==> config.mk <==
export PLATFORM = sky130hd
export DESIGN_NAME = updown_counter_param
export DESIGN_NICKNAME = d
export VERILOG_FILES = /design/src/rtl/counter_pkg.sv /design/src/rtl/tick_prescaler.sv /design/src/rtl/updown_counter_param.sv
export SDC_FILE = /design/constraint.sdc
export NUM_CORES = 1
export LEC_CHECK = 0
export BUFFER_PORTS_ARGS = -buffer_cell sky130_fd_sc_hd__buf_4
export CORE_AREA = 4 4 50 52
export CTS_BUF_LIST = sky130_fd_sc_hd__clkbuf_2 sky130_fd_sc_hd__clkbuf_4 sky130_fd_sc_hd__clkbuf_8
export DETAILED_ROUTE_END_ITERATION = 10
export DIE_AREA = 0 0 54 56
export PLACE_DENSITY_LB_ADDON = 0.08
export REMOVE_ABC_BUFFERS = 1
export SYNTH_ARGS = -nofsm -noshare
export SYNTH_HDL_FRONTEND = slang
export SYNTH_SLANG_ARGS = --single-unit
==> constraint.sdc <==
create_clock -name clk -period 1.7 [get_ports clk]
set_clock_uncertainty 0.15 [all_clocks]
set_input_delay 0.34 -clock clk [delete_from_list [all_inputs] [get_ports clk]]
set_output_delay 0.34 -clock clk [all_outputs]
set_load 0.02 [all_outputs]
==> src/rtl/counter_pkg.sv <==
// Shared definitions for the parametrised up/down counter family:
// direction and boundary-mode encodings plus the load-value clamp.
package counter_pkg;

  typedef enum logic {
    DIR_DOWN = 1'b0,
    DIR_UP   = 1'b1
  } dir_e;

  typedef enum logic {
    MODE_WRAP = 1'b0,
    MODE_SAT  = 1'b1
  } mode_e;

  // Load values above the top of the count range are pinned to it.
  function automatic int unsigned clamp_load(input int unsigned val,
                                             input int unsigned max_val);
    return (val > max_val) ? max_val : val;
  endfunction

endpackage

==> src/rtl/tick_prescaler.sv <==
// Enable prescaler: emits one tick every PRESCALE enabled cycles and
// holds its phase while en is low.
module tick_prescaler #(
  parameter int unsigned PRESCALE = 1
) (
  input  logic clk,
  input  logic reset,
  input  logic en,
  input  logic clr,
  output logic tick
);
  import counter_pkg::*;

  localparam int unsigned PW = (PRESCALE > 1) ? $clog2(PRESCALE) : 1;

  logic [PW-1:0] r_pre;
  logic          w_last;

  assign w_last = (r_pre == PW'(PRESCALE - 1));
  assign tick   = en && w_last;

  always_ff @(posedge clk) begin
    if (reset || clr) begin
      r_pre <= '0;
    end else if (en) begin
      r_pre <= w_last ? '0 : r_pre + PW'(1);
    end
  end

endmodule

==> src/rtl/updown_counter_param.sv <==
// Parametrised up/down counter with load, clear, wrap/saturate boundaries,
// enable prescaler, registered terminal-count pulse and sticky overflow.
module updown_counter_param #(
  parameter int unsigned WIDTH    = 8,
  parameter int unsigned MAX_VAL  = 2**WIDTH - 1,
  parameter int unsigned SATURATE = 0,
  parameter int unsigned PRESCALE = 1
) (
  input  logic             clk,
  input  logic             reset,
  input  logic             en,
  input  logic             up_dn,
  input  logic             load,
  input  logic [WIDTH-1:0] load_val,
  input  logic             clear,
  input  logic             ovf_clr,
  output logic [WIDTH-1:0] count,
  output logic             tc,
  output logic             ovf
);
  import counter_pkg::*;

  if (64'(MAX_VAL) >= (64'd1 << WIDTH)) begin : g_bad_max
    $error("updown_counter_param: MAX_VAL must be below 2**WIDTH");
  end
  if (PRESCALE < 1) begin : g_bad_pre
    $error("updown_counter_param: PRESCALE must be at least 1");
  end

  localparam logic [WIDTH-1:0] TOP  = WIDTH'(MAX_VAL);
  localparam mode_e            MODE = (SATURATE != 0) ? MODE_SAT : MODE_WRAP;

  logic [WIDTH-1:0] r_count;
  logic             r_tc;
  logic             r_ovf;
  logic [WIDTH-1:0] w_next;
  logic             w_tick;
  logic             w_step;
  logic             w_bound;
  dir_e             w_dir;

  tick_prescaler #(
    .PRESCALE(PRESCALE)
  ) u_pre (
    .clk  (clk),
    .reset(reset),
    .en   (en),
    .clr  (clear || load),
    .tick (w_tick)
  );

  assign w_dir  = dir_e'(up_dn);
  // clear/load take the whole cycle: the prescaler tick is swallowed.
  assign w_step = w_tick && !clear && !load;
  assign w_bound = w_step && (((w_dir == DIR_UP) && (r_count == TOP)) ||
                              ((w_dir == DIR_DOWN) && (r_count == '0)));

  always_comb begin
    w_next = r_count;
    if (clear) begin
      w_next = '0;
    end else if (load) begin
      w_next = WIDTH'(clamp_load(32'(load_val), MAX_VAL));
    end else if (w_step) begin
      if (w_dir == DIR_UP) begin
        if (r_count == TOP) w_next = (MODE == MODE_SAT) ? TOP : '0;
        else                w_next = r_count + WIDTH'(1);
      end else begin
        if (r_count == '0)  w_next = (MODE == MODE_SAT) ? '0 : TOP;
        else                w_next = r_count - WIDTH'(1);
      end
    end
  end

  always_ff @(posedge clk) begin
    if (reset) begin
      r_count <= '0;
      r_tc    <= 1'b0;
      r_ovf   <= 1'b0;
    end else begin
      r_count <= w_next;
      r_tc    <= w_bound;
      r_ovf   <= w_bound || (r_ovf && !ovf_clr);
    end
  end

  assign count = r_count;
  assign tc    = r_tc;
  assign ovf   = r_ovf;

endmodule
==> metrics.md <==
| Metric | Value |
|---|---|
| Library cell contributing the largest single delay on the critical path | sky130_fd_sc_hd__dfxtp_4 |
| Highest fanout seen on the critical path | 4 |
| Hold Slack | 0.166 ns |
| Post-synthesis instance area | between 900 and 1000 um2 |
| # fillers | 209 |
| Max-Cap Viols | 0 |
| I/O pin cnt | 25 |
| Worst Path Class, Setup | flip-flop to flip-flop |
| Sum Neg Setup Slack | 0 ns |
| Antenna violations before repair | 0 |
| Post-Place Worst Slack | -0.0102 ns |
| Row count | 17 |
| Fraction of final layout cells with drive strength greater than 1 | 38.4% |
| Die footprint | 3020 um2 |
| Final cycle utilization of the critical path | 96.6% |
| Outcome | finished, final reports clean |
| Vias per std cell | between 5 and 6 |
| Initial core utilization | 45.2% |
| GR Layer Usage met1 | 27.8% |
| Level count of the clock H-tree | 1 |
| Root Buffer Master | sky130_fd_sc_hd__clkbuf_4 |
| Gate count after technology mapping | roughly 130 |
| TritonCTS buffer count | 3 |
| Fmax | 0.609 GHz |
| Y dimension of the die | about 56 um |
| Leakage dissipation | between 0.0006 and 0.0007 uW |
| Number of hold buffers added after CTS | 0 |
| Detailed-route wire length per cell | 15.9 um |
| Number of distinct library cell variants in the gate-level netlist after synthesis | between 40 and 50 |
| Number of nets in the layout | 184 |
| Power per cell area | 518 nW/um2 |
| Cell types occupying the most area after synthesis | sky130_fd_sc_hd__dfxtp_1 21%, sky130_fd_sc_hd__nor2_1 5.5%, sky130_fd_sc_hd__a31oi_1 4.6% |
| Standard cell core area | about 2100 um2 |
| Number of port buffers | 24 |
| Clk slew on worst S/H paths | 0.06 ns |
| Type of destination of the critical path | flip-flop |
| Worst vdd rail ir drop | about 0.33 mV |
| Initial DRT Pass Iterations | 4 |
| Number of clock sinks | 10 |
| Total routing resource utilization after global routing | 21.7% |
| Global-route wire length before repair | 4910 um |
| Synth warnings | 0 |
| Routing layer with the top usage in global route | met2 |
| Slew Limit Fails | 0 |
| Largest net degree at the start of global routing | 19 |
| Layout overhead on the synthesized area | 40.7% |
| Worst path setup slack after routing | 0.0579 ns |
| Final Routed Wirelength | 3060 um |
| Mean instance size in the synthesized netlist | 7.26 um2 |
| Routability congestion estimate | 0.963 |
| Width of the die | 54 um |
| Via count of the first global-routing pass | 1065 |
| Worst Tran Pin Value | between 0.3 and 0.4 ns |
| Share of Yosys cell area claimed by the top area cell type | 21.1% |
| Met3 usage | roughly 3.8% |
| Final hold viol count | 0 |
| GRT Residual Overflow | 0 |
| CP max stage delay | 0.36 ns |
| CP Cell Sequence | buf_4, nor3_2, mux2_2, nor3_1, o31ai_1 |
| Via count | 1115 |
| Final number of setup-violating endpoints | 0 |
| Cell taking the most area after synthesis | sky130_fd_sc_hd__dfxtp_1 |
| Arrival time at the worst endpoint | roughly 1.6 ns |
| Sequential fraction of the synthesis area | 21.1% |
| Antenna-violating nets left | 0 |
| Hold WC Path Type | primary input to flip-flop |
| Clock insertion delay at the later pin of the skew report | 0.27 ns |
| HPWL reported at the end of detailed placement | approximately 2300 um |
| Minimum period implied by the final worst setup slack | ~1.6 ns |
| Iteration-0 DRC Markers | 29 |
| DRC | 0 |
| CP startpoint kind | flip-flop |
| Overall Power | 693 uW |
| Post-synthesis register bit count | 10 |
| GRT met2 Usage | 35.3% |
| Max transition margin | 75.0% |
| Count of antenna diodes in the layout | 0 |
| Max Root-Sink Buffers | 2 |
| CTS tree | done |
| Worst Path Required | 1.70 ns |
[power breakdown]
part           leakage, uW  total [uW]  internal [uW]  switching, uW
combinational     0.000517         265            132            133
clock            0.0000138         168           81.8           86.5
sequential       0.0000834         260            243           16.7
[synth_stat cells, drive strengths merged]
| library cell | instances |
|---|---|
| a211oi | 5 |
| a21o | 3 |
| a21oi | 6 |
| a2bb2oi | 1 |
| a31oi | 7 |
| a32o | 1 |
| a41o | 1 |
| a41oi | 1 |
| and2b | 1 |
| and3 | 2 |
| and4 | 2 |
| and4b | 1 |
| buf | 11 |
| clkbuf | 4 |
| dfxtp | 10 |
| ha | 3 |
| inv | 5 |
| mux2 | 2 |
| mux2i | 1 |
| nand2 | 5 |
| nand2b | 3 |
| nand3 | 6 |
| nand4 | 2 |
| nor2 | 14 |
| nor2b | 3 |
| nor3 | 7 |
| nor3b | 3 |
| nor4 | 2 |
| o211a | 2 |
| o21a | 1 |
| o21ai | 4 |
| o21bai | 2 |
| o311a | 1 |
| o311ai | 1 |
| o31a | 2 |
| o31ai | 1 |
| o41ai | 1 |
| or2 | 1 |
| or3 | 1 |
| xnor2 | 1 |
| xor2 | 1 |
[cells in the final DEF (no fill, tap or decap), drive strengths merged, types with 2 or more instances in the layout]
cell    count
buf        45
nor2       14
dfxtp      10
a31oi       7
nor3        7
nand3       6
a21oi       6
inv         5
a211oi      5
nand2       5
o21ai       4
nand2b      3
a21o        3
clkbuf      3
nor3b       3
nor2b       3
ha          3
o31a        2
mux2        2
and3        2
nand4       2
o21bai      2
o211a       2
nor4        2
and4        2
[registers in the layout, summed over array words and instances, names as in the netlist]
signal and flops:
count 8, ovf 1, tc 1
[per-stage QoR]
| stage | area, um2 | cells | utilization (%) |
|---|---|---|---|
| after global routing | 1340 | 192 | 63.5 |
| after CTS | 1280 | 192 | 60.8 |
| after floorplan | 875 | 116 | - |
| after detailed placement | 1250 | 189 | 59.2 |
| after global placement | 1250 | 189 | 59.2 |
| final | 1340 | 192 | 63.5 |
[worst paths after layout]
path              depth (start not counted)        start       end  slack, ns
setup / recovery                          5     count[0]  count[3]       0.06
hold / removal                            3  load_val[4]  count[4]       0.17
setup reg to reg                          5     count[0]  count[3]       0.06
hold reg to reg                           1          ovf       ovf       0.31
[metal layers]
layer | vias to the layer above | part of all wire [%]
li1 | 553 | -
met1 | 524 | 44
met2 | 34 | 50
met3 | 4 | 5.1
met4 | 0 | 1.1
met5 | - | 0
[logic make-up (layout without fill, tap and decap cells)]
family	Yosys count	count (layout)	share of synthesized area (%)
flops	10	10	21.1
xor+xnor	2	2	1.84
fa+ha+maj	3	3	3.95
compound gates	40	40	30.1
buf+inv	20	53	10.0
mux	3	3	3.42
simple gates	53	53	29.6
[critical path: cells and delay by family, from the launching register on]
family	cells	cell delay [ns]
AO/OA/AOI/OAI	1	0.08
buffers and inverters	1	0.14
flip-flops	1	0.36
AND/OR/NAND/NOR	2	0.43
multiplexers	1	0.36
[what timing repair did]
action	CTS	global route
setup endpoints to repair	5	8
gates resized for setup	5	14
hold endpoints to repair	0	0
buffers inserted	0	0
pin swaps	0	4
[area by class of cell]
class / count / area [um2] / share of cell area, %
Tap cell: 28 / 35.0 / 2.62
Inverter: 5 / 18.8 / 1.40
Clock buffer: 3 / 22.5 / 1.68
Multi-Input combinational cell: 101 / 711 / 53.1
Timing Repair Buffer: 45 / 342 / 25.5
Sequential cell: 10 / 209 / 15.6
No activity file was read; power rests on OpenSTA's default activity.
